--- src/rtl/alu_issue_seq.sv ---
// alu_issue_seq: in-order instruction issue to the byte ALU with credit-gated result capture.
// Optional illegal-opcode filtering (0xC-0xE dropped, sticky flag) is enabled by ALU_SEQ_ILLEGAL_CHK_EN.
module alu_issue_seq #(
  parameter int DEPTH = 4
) (
  input  logic        clk,
  input  logic        rst_n,
  input  logic        in_valid,
  output logic        in_ready,
  input  logic [12:0] in_instr,
  output logic [3:0]  alu_opcode,
  output logic [7:0]  alu_data,
  input  logic [7:0]  alu_result,
  output logic        res_valid,
  input  logic        res_ready,
  output logic [7:0]  res_data,
  output logic        busy,
  output logic        illegal
);
  localparam int AW = $clog2(DEPTH);

  logic [12:0] instr_mem [DEPTH];
  logic [AW:0] wr_ptr;
  logic [AW:0] rd_ptr;
  logic [12:0] head;
  logic        fifo_empty;
  logic        fifo_full;
  logic        push;
  logic        pop;
  logic        issue;
  logic        head_drop;
  logic        credit_ok;
  logic [2:0]  credit_used;
  logic        cap_vld_p1;
  logic        cap_vld_p2;
  logic [7:0]  res_mem [2];
  logic        res_wr;
  logic        res_rd;
  logic [1:0]  res_cnt;
  logic        res_push;
  logic        res_pop;

  assign fifo_empty = (wr_ptr == rd_ptr);
  assign fifo_full  = (wr_ptr[AW] != rd_ptr[AW]) && (wr_ptr[AW-1:0] == rd_ptr[AW-1:0]);
  assign in_ready   = ~fifo_full;
  assign push       = in_valid & ~fifo_full;
  assign head       = instr_mem[rd_ptr[AW-1:0]];

  // Held results plus captures still travelling down the pipe must leave room in the 2-entry FIFO.
  assign credit_used = {1'b0, res_cnt} + {2'b00, cap_vld_p1} + {2'b00, cap_vld_p2};
  assign credit_ok   = (credit_used < 3'd2);

`ifdef ALU_SEQ_ILLEGAL_CHK_EN
  logic illegal_q;

  assign head_drop = ~fifo_empty && (head[11:8] >= 4'hC) && (head[11:8] <= 4'hE);
  assign illegal   = illegal_q;

  always_ff @(posedge clk or negedge rst_n) begin
    if (!rst_n) begin
      illegal_q <= 1'b0;
    end else if (pop && head_drop) begin
      illegal_q <= 1'b1;
    end
  end
`else
  assign head_drop = 1'b0;
  assign illegal   = 1'b0;
`endif

  // Dropped instructions bypass the credit check since they never capture.
  assign pop   = ~fifo_empty & (head_drop | ~head[12] | credit_ok);
  assign issue = pop & ~head_drop;

  always_ff @(posedge clk) begin
    if (push) begin
      instr_mem[wr_ptr[AW-1:0]] <= in_instr;
    end
  end

  // Stage p1: issue register and capture flag load together
  always_ff @(posedge clk or negedge rst_n) begin
    if (!rst_n) begin
      wr_ptr     <= '0;
      rd_ptr     <= '0;
      alu_opcode <= 4'h0;
      alu_data   <= 8'h00;
      cap_vld_p1 <= 1'b0;
      cap_vld_p2 <= 1'b0;
    end else begin
      if (push) wr_ptr <= wr_ptr + 1'b1;
      if (pop)  rd_ptr <= rd_ptr + 1'b1;
      alu_opcode <= issue ? head[11:8] : 4'h0;
      alu_data   <= issue ? head[7:0]  : 8'h00;
      cap_vld_p1 <= issue & head[12];
      // Stage p2: ALU has sampled; its data_out is valid for capture on the next edge
      cap_vld_p2 <= cap_vld_p1;
    end
  end

  assign res_push  = cap_vld_p2;
  assign res_valid = (res_cnt != 2'd0);
  assign res_pop   = res_valid & res_ready;
  assign res_data  = res_mem[res_rd];

  always_ff @(posedge clk or negedge rst_n) begin
    if (!rst_n) begin
      res_mem[0] <= 8'h00;
      res_mem[1] <= 8'h00;
      res_wr     <= 1'b0;
      res_rd     <= 1'b0;
      res_cnt    <= 2'd0;
    end else begin
      if (res_push) begin
        res_mem[res_wr] <= alu_result;
        res_wr          <= ~res_wr;
      end
      if (res_pop) res_rd <= ~res_rd;
      res_cnt <= res_cnt + {1'b0, res_push} - {1'b0, res_pop};
    end
  end

  assign busy = ~fifo_empty | (alu_opcode != 4'h0) | (alu_data != 8'h00) | cap_vld_p1 | cap_vld_p2;

endmodule
--- config.mk ---
export PLATFORM = sky130hd
export DESIGN_NAME = alu_issue_seq
export DESIGN_NICKNAME = d
export VERILOG_FILES = /design/src/rtl/alu_issue_seq.sv
export SDC_FILE = /design/constraint.sdc
export NUM_CORES = 1
export LEC_CHECK = 0
export ABC_AREA = 1
export CAP_MARGIN = 20
export CORE_UTILIZATION = 35
export DETAILED_ROUTE_END_ITERATION = 16
export GPL_TIMING_DRIVEN = 0
export PLACE_DENSITY = 0.61
export SYNTH_ARGS = -nofsm -noshare
export SYNTH_HDL_FRONTEND = slang
export SYNTH_SLANG_ARGS = --single-unit
export TNS_END_PERCENT = 5
--- constraint.sdc ---
create_clock -name clk -period 2.6 [get_ports clk]
set_input_delay 0.52 -clock clk [delete_from_list [all_inputs] [get_ports clk]]
set_output_delay 0.52 -clock clk [all_outputs]
set_load 0.01 [all_outputs]
==> results of run 1 <==
## how the worst min path moves through the flow
stage               startpoint           to
finish                   rst_n       res_wr
global placement    cap_vld_p1   cap_vld_p2
CTS                      rst_n  alu_data[3]
global route             rst_n   cap_vld_p2
detailed placement  cap_vld_p1   cap_vld_p2
floorplan                rst_n  alu_data[0]
## metrics by stage
stage               hold WS, ps  total power (W)  utilization  std cells
floorplan                   224          0.00377            -        362
global placement            384          0.00461        0.428        545
detailed placement          396          0.00470        0.431        549
CTS                         306          0.00572        0.451        565
global route                346          0.00614        0.452        565
finish                      290          0.00567        0.452        565
## cell usage in the layout (no fill, tap or decap)
cell type                         count
sky130_fd_sc_hd__nand3_4              1
sky130_fd_sc_hd__edfxtp_1            52
sky130_fd_sc_hd__conb_1               1
sky130_fd_sc_hd__clkbuf_1             2
sky130_fd_sc_hd__dfrtp_1             39
sky130_fd_sc_hd__inv_8                2
sky130_fd_sc_hd__nor2_1              60
sky130_fd_sc_hd__inv_4                1
sky130_fd_sc_hd__xor2_1               4
sky130_fd_sc_hd__buf_6                7
sky130_fd_sc_hd__dfrtp_2              1
sky130_fd_sc_hd__clkdlybuf4s50_1     46
sky130_fd_sc_hd__o21ai_0             46
sky130_fd_sc_hd__nand3_1             10
sky130_fd_sc_hd__xnor2_1              1
sky130_fd_sc_hd__clkinvlp_4           1
sky130_fd_sc_hd__clkbuf_8             9
sky130_fd_sc_hd__inv_6                3
sky130_fd_sc_hd__nand2_1             71
sky130_fd_sc_hd__nand2b_1             1
sky130_fd_sc_hd__nand3_2              2
sky130_fd_sc_hd__o21ai_1              6
sky130_fd_sc_hd__ha_1                 8
sky130_fd_sc_hd__xnor2_2              1
sky130_fd_sc_hd__bufinv_16            1
sky130_fd_sc_hd__inv_1               37
sky130_fd_sc_hd__nand2_4              2
sky130_fd_sc_hd__or2_1                1
sky130_fd_sc_hd__clkinv_1             1
sky130_fd_sc_hd__buf_2                7
sky130_fd_sc_hd__nand4_1              2
sky130_fd_sc_hd__buf_4                3
## flip-flops by register name, summed over array words and instances, names as in the netlist
name / cells
cap_vld_p1: 1
res_rd: 1
alu_opcode: 4
cap_vld_p2: 1
res_cnt: 2
wr_ptr: 3
rd_ptr: 3
res_mem: 16
res_wr: 1
alu_data: 8
instr_mem: 52
## final cells by class
cell class | instances | area, µm²
timing repair buffer | 51 | 507
clock buffer | 9 | 124
buffer | 14 | 97.6
sequential | 92 | 2560
multi-input combinational | 217 | 1050
clock inverter | 7 | 86.3
tap | 136 | 170
fill | 992 | 5760
inverter | 39 | 149
## worst register-to-register path, stage by stage (launching register included)
cell and delay (ps):
sky130_fd_sc_hd__dfrtp_2 450, sky130_fd_sc_hd__buf_6 150, sky130_fd_sc_hd__nand2_1 60, sky130_fd_sc_hd__nand2_1 120, sky130_fd_sc_hd__nand3_2 170, sky130_fd_sc_hd__nand2_4 90
sky130_fd_sc_hd__nor2_1 530, sky130_fd_sc_hd__buf_6 230
## metal layers
layer / routed length [µm] / vias to the layer above / share of wire
li1: - / 1296 / -
met1: 3530 / 1216 / 0.46
met2: 3610 / 78 / 0.47
met3: 433 / 8 / 0.056
met4: 88 / 0 / 0.011
met5: 0 / - / 0
## cells by family after synthesis
| group | Yosys count |
|---|---|
| simple gates | 150 |
| compound gates | 52 |
| other cells | 1 |
| xor+xnor | 6 |
| fa+ha+maj | 8 |
| flops | 92 |
| buf+inv | 53 |
## report_power, final
part	switching, W	leakage [nW]	internal [W]	total (W)
logic	0.00139	0.966	0.00101	0.00239
clock network	0.000547	0.105	0.000468	0.00102
registers	0.000220	0.970	0.00204	0.00226
total	0.00215	2.04	0.00352	0.00567
## what timing repair did
item / CTS / global route
setup endpoints to repair: 0 / 1
hold buffers: 0 / 0
resized for setup: 0 / 2
endpoints found under the hold margin: 0 / 0
setup buffers: 0 / 0
## synth_stat cells (2+ instances only)
cell type,instances
sky130_fd_sc_hd__nand2_1,71
sky130_fd_sc_hd__nor2_1,60
sky130_fd_sc_hd__edfxtp_1,52
sky130_fd_sc_hd__o21ai_0,46
sky130_fd_sc_hd__dfrtp_1,40
sky130_fd_sc_hd__inv_1,37
sky130_fd_sc_hd__nand3_1,10
sky130_fd_sc_hd__ha_1,8
sky130_fd_sc_hd__buf_2,6
sky130_fd_sc_hd__o21ai_1,6
sky130_fd_sc_hd__buf_6,4
sky130_fd_sc_hd__xor2_1,4
sky130_fd_sc_hd__buf_4,2
sky130_fd_sc_hd__clkbuf_1,2
sky130_fd_sc_hd__nand2_4,2
sky130_fd_sc_hd__nand3_2,2
sky130_fd_sc_hd__nand4_1,2
==> impl_summary.txt, run 1 <==
----------------------------------------------------
[Global route]
  Met3 GRT Util ... 0.0389
  Number of global-route vias before repair ... 2600
  Global-route wire length before repair ... 12.8 mm
  Grt met2 use ... 0.247
  Global routing usage on met1 ... 0.187
  Residual overflow from global routing ... 0
  Largest net degree at the start of global routing ... 41
  Global routing's busiest layer ... met2
  Overall Global Routing Usage ... 0.148
  Initial antenna violation count ... 0

[Setup path]
  Crit Path Category ... register to primary output
  Worst setup slack for register-to-register paths ... between 500 and 600 ps
  Worst path buffer plus inverter count ... 2
  Critical path depth in cells ... 5
  Maximum net fanout on the critical path ... 10
  Setup crit start ... rd_ptr[1]
  Highest cell delay on the worst timing path ... roughly 500 ps
  Worst Reg-to-Reg Cells ... 7
  Critical Path AT ... 1970 ps
  Type of element launching the critical path ... register
  Launching point of the worst reg2reg path ... rd_ptr[0]
  Crit path required time ... about 2100 ps
  Cell Chain, Critical Path ... buf_6 > xnor2_2 > nand3_4 > nand2b_1 > clkdlybuf4s50_1
  Endpoint of the lowest-slack register-to-register path ... instr_mem[1][8]
  Slowest stage cell, crit path ... sky130_fd_sc_hd__clkdlybuf4s50_1
  Destination of the critical timing path ... busy
  Element type at the critical path end ... primary output
  Cell family with most CP delay ... buffers and inverters

[Synth]
  Most area-hungry cell type in the Yosys netlist ... sky130_fd_sc_hd__edfxtp_1
  Compound-gate portion of the synthesized area ... 0.0675
  XOR/XNOR Fraction of Synth Area ... 0.0156
  Net count after synthesis ... 395
  Proportion of register bits with asynchronous set or reset after synthesis ... 0.435
  Post-synthesis cell area ... around 3900 µm²
  Register area share after synthesis ... 0.664
  Simple-Gate Fraction of Synth Area ... 0.163
  Unique masters post-synth ... 25
  Portion of netlist area occupied by mux cells ... 0
  Average size of a mapped cell ... around 11 µm²
  Synthesis warning total ... 0
  Predominant post-synthesis flop cell ... sky130_fd_sc_hd__edfxtp_1
  Largest cells by area after synthesis ... sky130_fd_sc_hd__edfxtp_1, sky130_fd_sc_hd__dfrtp_1, sky130_fd_sc_hd__nand2_1
  Post-synth EDFFs ... 52
  Largest family of logic cells by synthesized area ... simple AND/OR/NAND/NOR gates
  Number of flip-flops and latches in the synthesized netlist ... 92
  Top-area cell type share of the netlist area ... 0.405
  Adder-cell share of the synthesized area ... 0.0259
  Number of instances in the synthesized netlist ... ~360

[STA]
  Clk_skew ... 9.27 ps
  Fmax ... between 400 and 500 MHz
  Setup ws final ... 109 ps
  Transition time at the pin with the least slew margin ... a little over 900 ps
  Share of the cycle needed by the critical path after routing ... 0.958
  Setup repair after global routing missed its margin ... no
  Remaining max-slew budget at the tightest pin ... 0.386
  Shortest period the worst path allows ... 2490 ps
  Count of final hold-check violations ... 0
  Final setup violation count ... 0
  Total negative setup slack ... 0 ps
  Number of pins exceeding their max-slew limit in the final report ... 0

[Floorplan]
  Number of placement rows ... 37
  IO Count ... 49
  Total core area ... 10500 µm²
  Initial core utilization ... 0.367
  Die width ... 107 µm
  Chip height ... roughly 110 µm
  Overall die area ... 11400 µm²

[Route]
  Final routed wirelength across all metal layers ... ~7.7 mm
  Vias per inst ... 4.60
  Remaining antenna violation count after routing ... 0
  Routed length per instance ... between 10 and 15 µm
  Number of DRC violations after detailed-routing iteration 0 ... 155
  Number of detailed-routing iterations run before antenna repair ... 4
  DR vias ... 2598
  Residual DRC ... 0

[Clock network]
  Clock-pin slew of the registers on the worst-case setup and hold paths ... 90 ps
  Maximum buffer depth of the clock tree ... 2
  Number of CTS-inserted buffers ... 9
  Clock latency on the worst-skew pair ... ~370 ps
  Root buf cell ... sky130_fd_sc_hd__clkbuf_8
  H-tree depth reported by CTS ... 3
  Clock tree from TritonCTS ... done
  Clock Sinks ... 92

[Cells and area]
  Post-Layout Inst Area ... 4750 µm²
  Antenna Cells ... 0
  Synth-to-layout area growth ... 23.1%
  Count of nets after finishing ... 457
  Fraction of final layout cells with drive strength greater than 1 ... 0.0956

[Placed design]
  Placed Instance Area ... ~4500 µm²
  Count of port buffers added during placement ... 47
  Post-place setup slack ... 303 ps
  Hpwl dp ... 5.24 mm
  Final RePlAce weighted congestion ... 0.767

[Job]
  Max-cap check violation count ... 0

[Status]
  Run status ... finished clean

[Pwr]
  Leak pwr ... 2.04 nW
  P per Cell Area ... approximately 1200 nW/µm²
  Max IR drop VDD ... roughly 0.44 mV

[Min path]
  Worst hold-check path type ... input pin to asynchronous set/reset pin

----------------------------------------------------
Note: power is estimated with default switching activity, not from simulation.
==> inputs of run 2 (changes only) <==
Settings changed: CTS_CLUSTER_DIAMETER set to 100.
==> results of run 2 <==
The final DEF is identical to that of run 1; final timing and power are the same.
==> inputs of run 3 (changes only) <==
Settings changed: CORE_UTILIZATION 35 to 48, PLACE_DENSITY 0.61 to 0.77.
==> run 3 against run 2 <==
Net effect: fmax hardly changed; first-iteration DRC count decreased by 9.0%; highest routed layer unchanged; routed wire length is 8.2% lower; critical endpoint unchanged; clock skew is 3.4 ps higher.
==> impl_summary.txt, run 3 (synthesized netlist as in run 1, its figures left out) <==
----------------------------------------------------
[STA]
  Final setup violation count ... 0 (unchanged)
  Setup ws final ... 107 ps (-1.95 ps)
  Shortest period the worst path allows ... 2490 ps (+1.95 ps)
  Transition time at the pin with the least slew margin ... 863 ps (-58.3 ps)
  Count of final hold-check violations ... 0 (unchanged)
  Total negative setup slack ... 0 ps (unchanged)
  Setup repair after global routing missed its margin ... no
  Fmax ... 401 MHz (about the same)
  Number of pins exceeding their max-slew limit in the final report ... 0 (unchanged)
  Clk_skew ... 12.7 ps (+3.43 ps)
  Remaining max-slew budget at the tightest pin ... 0.425 (+0.0388)
  Share of the cycle needed by the critical path after routing ... 0.959 (about the same)

[Global route]
  Overall Global Routing Usage ... 0.184 (+0.0365)
  Residual overflow from global routing ... 0 (unchanged)
  Number of global-route vias before repair ... 2389 (-8.1%)
  Largest net degree at the start of global routing ... 41 (unchanged)
  Initial antenna violation count ... 0 (unchanged)
  Global-route wire length before repair ... 11.6 mm (-9.0%)

[Cells and area]
  Synth-to-layout area growth ... 22.8%
  Commonest non-fill, non-tap cell in the layout ... sky130_fd_sc_hd__nand2_1
  Post-Layout Inst Area ... 4740 µm² (-0.26%)
  Commonest non-fill, non-tap cells in the layout ... sky130_fd_sc_hd__nand2_1, sky130_fd_sc_hd__nor2_1, sky130_fd_sc_hd__edfxtp_1, sky130_fd_sc_hd__o21ai_0, sky130_fd_sc_hd__clkdlybuf4s50_1
  Fraction of final layout cells with drive strength greater than 1 ... 0.0932 (-0.00233)
  Count of nets after finishing ... 457 (unchanged)
  Antenna Cells ... 0 (unchanged)
  Cell Count, Final, Fillers Out ... 531 (-6.0%)
  Flip-flop count of the largest register after layout ... 52 (unchanged)
  Fill cell count ... 625 (-37%)

[Setup path]
  Worst Reg-to-Reg Cells ... 7 (unchanged)
  Worst path buffer plus inverter count ... 2 (unchanged)
  Critical path depth in cells ... 5 (unchanged)
  Launching point of the worst reg2reg path ... wr_ptr[0]
  Crit path required time ... 2080 ps (about the same)
  Maximum net fanout on the critical path ... 10 (unchanged)
  Element type at the critical path end ... primary output
  Worst setup slack for register-to-register paths ... 500 ps (-40 ps)
  Endpoint of the lowest-slack register-to-register path ... instr_mem[1][11]
  Highest cell delay on the worst timing path ... 490 ps (about the same)
  Critical Path AT ... 1970 ps (about the same)
  Type of element launching the critical path ... register
  Cell family with most CP delay ... buffers and inverters
  Crit Path Category ... register to primary output
  Setup crit start ... rd_ptr[1]
  Cell Chain, Critical Path ... buf_6 > xnor2_2 > nand3_4 > nand2b_1 > clkdlybuf4s50_1
  Slowest stage cell, crit path ... sky130_fd_sc_hd__clkdlybuf4s50_1
  Destination of the critical timing path ... busy

[Clock network]
  Number of cells upsized or downsized after cts ... 0 (unchanged)
  H-tree depth reported by CTS ... 3 (unchanged)
  Root buf cell ... sky130_fd_sc_hd__clkbuf_8
  Clock latency on the worst-skew pair ... 360 ps (about the same)
  Count of hold buffers inserted by post-cts repair ... 0 (unchanged)
  Number of CTS-inserted buffers ... 9 (unchanged)
  Clock-pin slew of the registers on the worst-case setup and hold paths ... 90 ps (about the same)
  Clock Sinks ... 92 (unchanged)
  Clock tree from TritonCTS ... done
  Post-CTS Repair Setup Buffers ... 0 (unchanged)
  Maximum buffer depth of the clock tree ... 2 (unchanged)

[Pwr]
  Max IR drop VDD ... 0.716 mV (+62%)
  Clock share of power ... 0.190 (+0.011)
  Share of total power consumed by net switching ... 0.368 (-0.0121)
  Proportion of power drawn by combinational gates ... 0.413 (-0.009)
  Leak pwr ... 2.06 nW (+0.88%)
  PnR Total Power ... 0.00572 W (+0.91%)
  Sequential fraction of design power ... 0.397 (-0.002)
  Net Sw Power ... 0.00210 W (-2.3%)
  P per Cell Area ... 1210 nW/µm² (+1.2%)
  Design internal power ... 0.00362 W (+2.9%)

[Placed design]
  Post-place setup slack ... 270 ps (-33.2 ps)
  Count of port buffers added during placement ... 47 (unchanged)
  Final RePlAce weighted congestion ... 0.728 (-5.1%)
  Hpwl dp ... 4.96 mm (-5.4%)
  Placed Instance Area ... 4500 µm² (-0.86%)
  Post-Place Cells ... 515 (-6.2%)

[Status]
  Run status ... finished clean

[Floorplan]
  Chip height ... 91.6 µm (-14%)
  Overall die area ... 8400 µm² (-27%)
  Number of placement rows ... 32 (-14%)
  Initial core utilization ... 0.497 (+0.130)
  Die width ... 91.6 µm (-14%)
  IO Count ... 49 (unchanged)
  Total core area ... 7770 µm² (-26%)

[Route]
  Routed length per instance ... 13.3 µm (-2.3%)
  DR vias ... 2549 (-1.9%)
  Vias per inst ... 4.80 (+4.4%)
  Remaining antenna violation count after routing ... 0 (unchanged)
  Number of detailed-routing iterations run before antenna repair ... 4 (unchanged)
  Residual DRC ... 0 (unchanged)
  Number of DRC violations after detailed-routing iteration 0 ... 141 (-9.0%)
  Final routed wirelength across all metal layers ... 7.04 mm (-8.2%)

[Min path]
  Worst hold-check path type ... input pin to asynchronous set/reset pin

[Job]
  Max-cap check violation count ... 0 (unchanged)

----------------------------------------------------
run 3: final cells by class:
class                   instances  area [µm²]  area share
plain buffers                  14        97.6      0.0206
well taps                     102         128      0.0269
inverters                      39         146      0.0309
flip-flops and latches         92        2560       0.541
repair buffers                 51         510       0.108
clock inverters                 7         116      0.0246
multi-input cells             217        1050       0.222
clock buffers                   9         124      0.0262
run 3: worst register-to-register path: cells and delay by family, from the launching register on:
kind,cells,cell delay [ps]
simple gates,5,1030
buf+inv,2,360
flops,1,440
run 3: through the flow:
stage / utilization / hold WS [ps]
after floorplan: - / 224
after global placement: 0.574 / 389
after detailed placement: 0.579 / 394
after CTS: 0.610 / 282
after global routing: 0.610 / 331
final: 0.610 / 267
run 3: worst min-delay path by stage:
stage	startpoint	to	cells after the start
floorplan	rst_n	alu_data[0]	0
global placement	cap_vld_p1	cap_vld_p2	0
detailed placement	cap_vld_p1	cap_vld_p2	0
CTS	rst_n	res_rd	1
global route	rst_n	res_rd	1
finish	rst_n	res_rd	1
run 3: per-layer routing:
layer | up-vias | share of wire | GRT usage
li1 | 1298 | - | -
met1 | 1174 | 0.44 | 0.232
met2 | 73 | 0.50 | 0.304
met3 | 4 | 0.050 | 0.0481
met4 | 0 | 0.0089 | 0.0728
met5 | - | 0 | 0
run 3: power by group through the flow:
stage	Sequential, W	Combinational (W)	Clock, W
after floorplan	0.00229	0.00148	0
after global placement	0.00229	0.00228	0
after detailed placement	0.00230	0.00238	0
after CTS	0.00227	0.00239	0.00111
after global routing	0.00232	0.00265	0.00117
final	0.00227	0.00236	0.00109
